$ cat config.mk
export PLATFORM = sky130hd
export DESIGN_NAME = mem_arbiter
export DESIGN_NICKNAME = d
export VERILOG_FILES = /design/src/rtl/mem_arbiter.sv
export SDC_FILE = /design/constraint.sdc
export NUM_CORES = 1
export LEC_CHECK = 0
export BUFFER_PORTS_ARGS = -buffer_cell sky130_fd_sc_hd__buf_4
export CAP_MARGIN = 20
export CORE_AREA = 4 4 119 121
export CTS_CLUSTER_SIZE = 10
export DETAILED_ROUTE_END_ITERATION = 6
export DIE_AREA = 0 0 123 125
export PLACE_DENSITY = 0.65
export REMOVE_ABC_BUFFERS = 1
export SKIP_LAST_GASP = 1
export SYNTH_ARGS = -nofsm -noshare
export SYNTH_HDL_FRONTEND = slang
export SYNTH_SLANG_ARGS = --single-unit
$ cat constraint.sdc
create_clock -name clk -period 1.4 [get_ports clk]
set_clock_uncertainty 0.2 [all_clocks]
set_input_delay 0 -clock clk [delete_from_list [all_inputs] [get_ports clk]]
set_output_delay 0 -clock clk [all_outputs]
set_load 0.01 [all_outputs]
$ cat src/rtl/mem_arbiter.sv
// mem_arbiter: I/D request arbiter in front of a single-port word memory.
// Each access is a one-cycle issue followed by a one-cycle response.
module mem_arbiter #(
  parameter bit RR_ENABLE = 1'b1
) (
  input  logic        clk,
  input  logic        rst_n,
  input  logic        clk_enable,
  input  logic        i_req_valid,
  input  logic [31:0] i_req_addr,
  output logic        i_req_ready,
  output logic        i_rsp_valid,
  output logic [31:0] i_rsp_data,
  output logic [1:0]  i_rsp_err,
  input  logic        d_req_valid,
  input  logic        d_req_we,
  input  logic [31:0] d_req_addr,
  input  logic [31:0] d_req_wdata,
  input  logic [3:0]  d_req_wstrb,
  output logic        d_req_ready,
  output logic        d_rsp_valid,
  output logic [31:0] d_rsp_data,
  output logic [1:0]  d_rsp_err,
  output logic        m_clk_enable,
  output logic        m_r_en,
  output logic [31:0] m_r_addr,
  input  logic [31:0] m_r_data,
  output logic        m_w_en,
  output logic [31:0] m_w_addr,
  output logic [31:0] m_w_data,
  output logic [3:0]  m_w_strb,
  input  logic [1:0]  m_state
);

  localparam logic [1:0] ST_SUCCESS = 2'b00;

  typedef enum logic [1:0] {
    IDLE  = 2'd0,
    ISSUE = 2'd1,
    RESP  = 2'd2
  } state_t;

  state_t      state_q, state_d;
  logic        last_d_q, last_d_d;
  logic        own_d_q, own_d_d;
  logic        we_q, we_d;
  logic [31:0] addr_q, addr_d;
  logic [31:0] wdata_q, wdata_d;
  logic [3:0]  wstrb_q, wstrb_d;

  logic        run;
  logic        can_acc;
  logic        pick_d;
  logic        acc;
  logic        issue;
  logic        resp;
  logic        rd_ok;
  logic [31:0] rdata;

  // Both clk_enable and reset silence every handshake and enable at once.
  assign run     = clk_enable & rst_n;
  assign can_acc = run & (state_q == IDLE || state_q == RESP);

  // D wins alone, on fixed-priority ties, or when I was granted last.
  assign pick_d = d_req_valid &
                  (~i_req_valid | ~RR_ENABLE | ~last_d_q);

  assign i_req_ready = can_acc & i_req_valid & ~pick_d;
  assign d_req_ready = can_acc & pick_d;
  assign acc         = i_req_ready | d_req_ready;

  always_comb begin
    state_d  = state_q;
    last_d_d = last_d_q;
    own_d_d  = own_d_q;
    we_d     = we_q;
    addr_d   = addr_q;
    wdata_d  = wdata_q;
    wstrb_d  = wstrb_q;
    if (clk_enable) begin
      unique case (state_q)
        IDLE:    if (acc) state_d = ISSUE;
        ISSUE:   state_d = RESP;
        RESP:    state_d = acc ? ISSUE : IDLE;
        default: state_d = IDLE;
      endcase
    end
    if (acc) begin
      last_d_d = pick_d;
      own_d_d  = pick_d;
      we_d     = pick_d & d_req_we;
      addr_d   = pick_d ? d_req_addr : i_req_addr;
      wdata_d  = pick_d ? d_req_wdata : '0;
      wstrb_d  = pick_d ? d_req_wstrb : '0;
    end
  end

  always_ff @(posedge clk) begin
    if (!rst_n) begin
      state_q  <= IDLE;
      last_d_q <= 1'b0;
      own_d_q  <= 1'b0;
      we_q     <= 1'b0;
      addr_q   <= '0;
      wdata_q  <= '0;
      wstrb_q  <= '0;
    end else begin
      state_q  <= state_d;
      last_d_q <= last_d_d;
      own_d_q  <= own_d_d;
      we_q     <= we_d;
      addr_q   <= addr_d;
      wdata_q  <= wdata_d;
      wstrb_q  <= wstrb_d;
    end
  end

  assign issue = run & (state_q == ISSUE);
  assign resp  = run & (state_q == RESP);

  assign m_clk_enable = clk_enable;
  assign m_r_en       = issue & ~we_q;
  assign m_w_en       = issue & we_q;
  assign m_r_addr     = addr_q;
  assign m_w_addr     = addr_q;
  assign m_w_data     = wdata_q;
  assign m_w_strb     = wstrb_q;

  // Only a successful read carries data back; writes and faults return 0.
  assign rd_ok = ~we_q & (m_state == ST_SUCCESS);
  assign rdata = rd_ok ? m_r_data : '0;

  assign i_rsp_valid = resp & ~own_d_q;
  assign d_rsp_valid = resp & own_d_q;
  assign i_rsp_data  = i_rsp_valid ? rdata : '0;
  assign d_rsp_data  = d_rsp_valid ? rdata : '0;
  assign i_rsp_err   = i_rsp_valid ? m_state : '0;
  assign d_rsp_err   = d_rsp_valid ? m_state : '0;

endmodule

-- After elaboration in Yosys (flattened, before gate mapping)
Index checks and enable logic that the tools add are counted.
- register bits: 72
- bits in latches: 0
- memory bits (writable): 0
- ROM bits: 0
- input port bits: 140
- output and inout port bits: 175
- logic and storage cells: 44
- memories: 0
- add/sub/neg operators: 0
- multipliers: 0
- div/mod/pow operators: 0
- magnitude comparators: 0
- eq/ne operators: 3
- shifts and indexed selects: 0
- muxes and demuxes: 11
- bitwise gates (word level): 20
- reduce and logical (&&, ||, !) cells: 4
- operator list (operator ; number):
    $mux 32 ; 5
    $and 1x1->1 ; 14
    $mux 2 ; 3
    $pmux 2 s3 ; 1
    $logic_not 2->1 ; 2
    $mux 4 ; 1
    $not 1->1 ; 4
    $eq 2x1->1 const B ; 1
    $eq 2x2->1 const B ; 1
    $ne 2x2->1 const B ; 1
    $or 1x1->1 ; 2
    $reduce_and 2->1 ; 1
    $logic_or 1x1->1 ; 1
    $mux 1 ; 1

-- Longest topological paths before layout
- depth after elaboration: 8
- depth in mapped cells: 6
- gate-level depth less buffers: 3

-- Least setup slack after synthesis
No wires, ideal clock.
- path kind: reg-to-reg
- start point: register state_q[0]
- end point: register addr_q[30] (netlist: m_r_addr[30])
- setup time: 133 ps
- data arrival time: 1177 ps
- data required time: 1067 ps
- setup slack: -111 ps
- stages on the path, launching flop included: 6
- buffers on the path: 2
- clock period less this slack: 1511 ps
- cells stage by stage: dfxtp_1 nand3b_2 buf_2 nor2_2 buf_2 a311oi_1
- word-level cells in the longest chain between the ends: 6
- elaborated cells between the ends (all ways): 8
- classes of those cells: eq/ne: 1; bitwise: 5; reduce/logical: 2
- RTL lines (item ; line ; RTL):
    start, declared ; 43 ; state_t state_q, state_d;
    start signal, assigned ; 108 ; state_q <= state_d;
    $eq 2x2->1 or $logic_not 2->1 (tied branches) ; 62 ; assign can_acc = run & (state_q == IDLE || state_q == RESP);
    $logic_or 1x1->1 * ; 62 ;
    $and 1x1->1 * ; 62 ;
    $and 1x1->1 (2 in series) ; 68 ; assign i_req_ready = can_acc & i_req_valid & ~pick_d;
    $or 1x1->1 * ; 70 ; assign acc = i_req_ready | d_req_ready;
    end signal, assigned ; 112 ; addr_q <= addr_d;
    end, declared ; 47 ; logic [31:0] addr_q, addr_d;
Mark *: on every way between the ends. The rest lies on a longest branch, timed or not.
A chain may end at the register's enable or synchronous reset.

-- Final worst setup path
- start point: register state_q[0]
- end point: output port d_rsp_data[12]
- word-level cells in the longest chain between the ends: 4
- RTL lines (item ; line ; RTL):
    $eq 2x2->1 ; 119 ; assign resp = run & (state_q == RESP);
    $and 1x1->1 ; 119 ;
    $and 1x1->1 ; 134 ; assign d_rsp_valid = resp & own_d_q;
    $mux 32 ; 136 ; assign d_rsp_data = d_rsp_valid ? rdata : '0;
    end, declared ; 22 ; output logic [31:0] d_rsp_data,
No other way between the ends.

==> flow_metrics.env <==
export IMPL_max_slew_margin_rel=0.403
export IMPL_powerDensity_nw_per_um2=777
export IMPL_worst_r2r_endpoint="m_w_data[1]"
export IMPL_r2r_start="state_q[0]"
export IMPL_initial_core_util=0.288
export IMPL_final_antenna_net_count=0
export IMPL_report_final_hold_viol_count=0
export IMPL_clock_latency_ps=320
export IMPL_clock_tree_buffer_depth=2
export IMPL_grt_use_total=0.229
export IMPL_final_common_cell="sky130_fd_sc_hd__buf_4"
export IMPL_clock_tree_root_cell="sky130_fd_sc_hd__clkbuf_16"
export IMPL_setup_slack_ps=-421
export IMPL_tritoncts_clock_tree="built"
export IMPL_grt_setup_unrepaired="true"
export IMPL_startpoint="state_q[0]"
export IMPL_total_power_consumption_of_the_routed_design_w=0.00671
export IMPL_clkSinkCount=72
export IMPL_cp_cell_sequence="and3b_2 -> and3_4 -> clkbuf_16 -> and3_1 -> buf_4"
export IMPL_die_width_um=123
export IMPL_placement_rows=42
export IMPL_placedInstanceArea_um2=6150
export IMPL_cts_buffers=9
export IMPL_run_status="finished with violations"
export IMPL_finish_utilization=0.660
export IMPL_floorplan_die_height_um=125
export IMPL_dp_cells=912
export IMPL_cp_top_family="simple AND/OR/NAND/NOR gates"
export IMPL_finalMaxSlewViolations=0
export IMPL_max_slew_worst_pin_slew_ps=896
export IMPL_final_setup_viol_count=142
export IMPL_path_clk_slew_ps=60
export IMPL_reg2regPathDepth=8
export IMPL_ys_ff_latch=72
export IMPL_io_buffer_count=314
export IMPL_finish_cell_count_without_fillers=1062
export IMPL_floorplan_core_area_um2=13100
export IMPL_gpl_final_weighted_congestion=0.821
export IMPL_cp_num_buf_inv=2
export IMPL_drt_pre_antenna_iters=5
export IMPL_violations="negative setup slack"
export IMPL_type_of_element_capturing_the_critical_path="output port"
export IMPL_peakVddDrop_mv=0.477
export IMPL_detail_route_drc_violations=0
export IMPL_syn_area_um2=3770
export IMPL_seq_area_frac_synth=0.382
export IMPL_syn_inst=491
export IMPL_first_global_vias=5368
export IMPL_min_period_over_period=1.30
export IMPL_antenna_cells_inserted=0
export IMPL_synthToLayoutAreaGrowth_pct=129
export IMPL_die_area_um2=15400
export IMPL_worstSetupPathType="register to output port"
export IMPL_htree_num_levels=3
export IMPL_nNetsFinal=1021
export IMPL_number_of_drc_violations_after_detailed_routing_iteration_0=399
export IMPL_total_length_of_routed_wires_um=19800
export IMPL_detailed_place_hpwl_um=11300
export IMPL_max_freq_ghz=0.549
export IMPL_overflow=0
export IMPL_antenna_found_initial=0
export IMPL_dr_total_vias=5314
export IMPL_max_cap_violations=0
export IMPL_timing_critical_path_arrival_ps=1620
export IMPL_worstPathMaxFanout=8
export IMPL_static_leakage_power_nw=4.02
export IMPL_stdcell_area_um2=8640
export IMPL_crit_path_end="d_rsp_data[12]"
export IMPL_finalCriticalPeriod_ps=1820
export IMPL_count_of_cell_instances_traversed_by_the_critical_path=5
export IMPL_critical_path_max_stage_delay_ps=320
export IMPL_grt_start_max_net_pins=38
export IMPL_most_common_layout_cells="sky130_fd_sc_hd__buf_4 (314), sky130_fd_sc_hd__dlygate4sd3_1 (105), sky130_fd_sc_hd__dfxtp_1 (69), sky130_fd_sc_hd__nand2_1 (65), sky130_fd_sc_hd__and3_1 (56)"
export IMPL_synthDistinctLibCells=28
export IMPL_worst_min_path_class="input pin to register"
export IMPL_first_pass_grt_wire_length_um=28200
export IMPL_worst_r2r_setup_slack_ps=-330
export IMPL_num_io_pins=315
export IMPL_post_drt_wl_per_cell_um=18.7
export IMPL_synthesis_yosys_warnings=0
export IMPL_cp_max_delay_cell="sky130_fd_sc_hd__dfxtp_2"
export IMPL_vias_per_cell=5.00
export IMPL_critical_path_required_ps=1200
export IMPL_start_kind="register"
export IMPL_syn_area_per_cell_um2=7.68
export IMPL_drive_gt1_frac=0.555
[layout make-up]
type | instances | area [um2]
clock buffer | 10 | 229
clock inverter | 6 | 116
fill | 963 | 4450
inverter | 2 | 7.51
multi-input combinational | 330 | 2340
sequential | 72 | 1450
tap | 176 | 220
timing repair buffer | 466 | 4280
[registers in the layout (all words and copies together), names as in the netlist]
signal,cells
state_q,2
own_d_q,1
m_w_data,32
m_r_addr,32
m_w_strb,4
we_q,1
[Yosys cell counts]
library cell / n / area (um2)
sky130_fd_sc_hd__a21bo_2: 1 / 10.0
sky130_fd_sc_hd__a21boi_2: 1 / 11.3
sky130_fd_sc_hd__a21oi_1: 69 / 345
sky130_fd_sc_hd__a311oi_1: 32 / 280
sky130_fd_sc_hd__a31oi_1: 1 / 6.26
sky130_fd_sc_hd__and2_1: 4 / 25.0
sky130_fd_sc_hd__and3_1: 66 / 413
sky130_fd_sc_hd__and3b_1: 1 / 8.76
sky130_fd_sc_hd__and4_1: 1 / 8.76
sky130_fd_sc_hd__buf_2: 21 / 105
sky130_fd_sc_hd__buf_4: 34 / 255
sky130_fd_sc_hd__buf_6: 3 / 33.8
sky130_fd_sc_hd__clkbuf_1: 29 / 109
sky130_fd_sc_hd__dfxtp_1: 72 / 1440
sky130_fd_sc_hd__inv_1: 1 / 3.75
sky130_fd_sc_hd__inv_2: 1 / 3.75
sky130_fd_sc_hd__mux2_2: 1 / 11.3
sky130_fd_sc_hd__nand2_1: 65 / 244
sky130_fd_sc_hd__nand3_1: 38 / 190
sky130_fd_sc_hd__nand3b_2: 1 / 11.3
sky130_fd_sc_hd__nor2_1: 4 / 15.0
sky130_fd_sc_hd__nor2_2: 1 / 6.26
sky130_fd_sc_hd__nor3_1: 3 / 15.0
sky130_fd_sc_hd__nor3b_1: 1 / 7.51
sky130_fd_sc_hd__nor3b_2: 1 / 12.5
sky130_fd_sc_hd__o21a_1: 1 / 7.51
sky130_fd_sc_hd__o21ai_0: 37 / 185
sky130_fd_sc_hd__or2_2: 1 / 6.26
[metal layers]
| layer | up-vias | global-route usage | share of wire |
|---|---|---|---|
| li1 | 2509 | - | - |
| met1 | 2520 | 0.272 | 0.39 |
| met2 | 254 | 0.414 | 0.52 |
| met3 | 31 | 0.0393 | 0.067 |
| met4 | 0 | 0.0730 | 0.020 |
| met5 | - | 0 | 0 |
[where the power goes]
part | total (W) | switching, W | internal (W)
Clock | 0.00270 | 0.000944 | 0.00176
Sequential | 0.00225 | 0.0000998 | 0.00215
Combinational | 0.00176 | 0.000764 | 0.000999
Total | 0.00671 | 0.00181 | 0.00491
[per-stage QoR]
stage          setup slack (ps)  setup TNS [ps]  hold slack, ps
2_1_floorplan             -1680         -186720            -200
3_3_place_gp              -93.3           -8470            51.8
3_5_place_dp               -147          -12440            61.4
4_1_cts                    -375          -37580            28.3
5_1_grt                    -459          -50930            64.2
6_report                   -421          -42780            44.3
[worst reg2reg max path, stage by stage (launching register included)]
cell	delay (ps)
sky130_fd_sc_hd__dfxtp_2	320
sky130_fd_sc_hd__and3b_2	230
sky130_fd_sc_hd__buf_4	110
sky130_fd_sc_hd__buf_6	110
sky130_fd_sc_hd__buf_4	120
sky130_fd_sc_hd__buf_12	140
sky130_fd_sc_hd__buf_16	140
sky130_fd_sc_hd__nand3_2	110
sky130_fd_sc_hd__a21oi_2	180
[logic make-up (layout without fill, tap and decap cells)]
| group | after synthesis | after routing | synth area share |
|---|---|---|---|
| AOI/OAI and AO/OA | 142 | 142 | 0.224 |
| buffers and inverters | 89 | 484 | 0.135 |
| DFF | 72 | 72 | 0.382 |
| muxes | 1 | 1 | 0.00298 |
| and+or+nand+nor | 187 | 187 | 0.255 |
[worst min path at each step]
stage / from / end / slack, ps / cells past startpoint
final: i_req_valid / m_r_addr[4] / 40 / 5
after global routing: i_req_valid / m_r_addr[4] / 60 / 5
after CTS: i_req_valid / m_r_addr[16] / 30 / 5
after detailed placement: rst_n / state_q[0] / 60 / 2
after global placement: rst_n / state_q[0] / 50 / 2
after floorplan: clk_enable / m_clk_enable / -200 / 0
[repair_timing]
item | CTS | global route
hold endpoints to repair | 72 | 0
pin swaps | 45 | 21
cloned | 12 | 3
setup buffers | 15 | 6
setup endpoints to repair | 143 | 144
resized for setup | 107 | 71
hold buffers | 105 | 0
No activity file was read; power rests on OpenSTA's default activity.
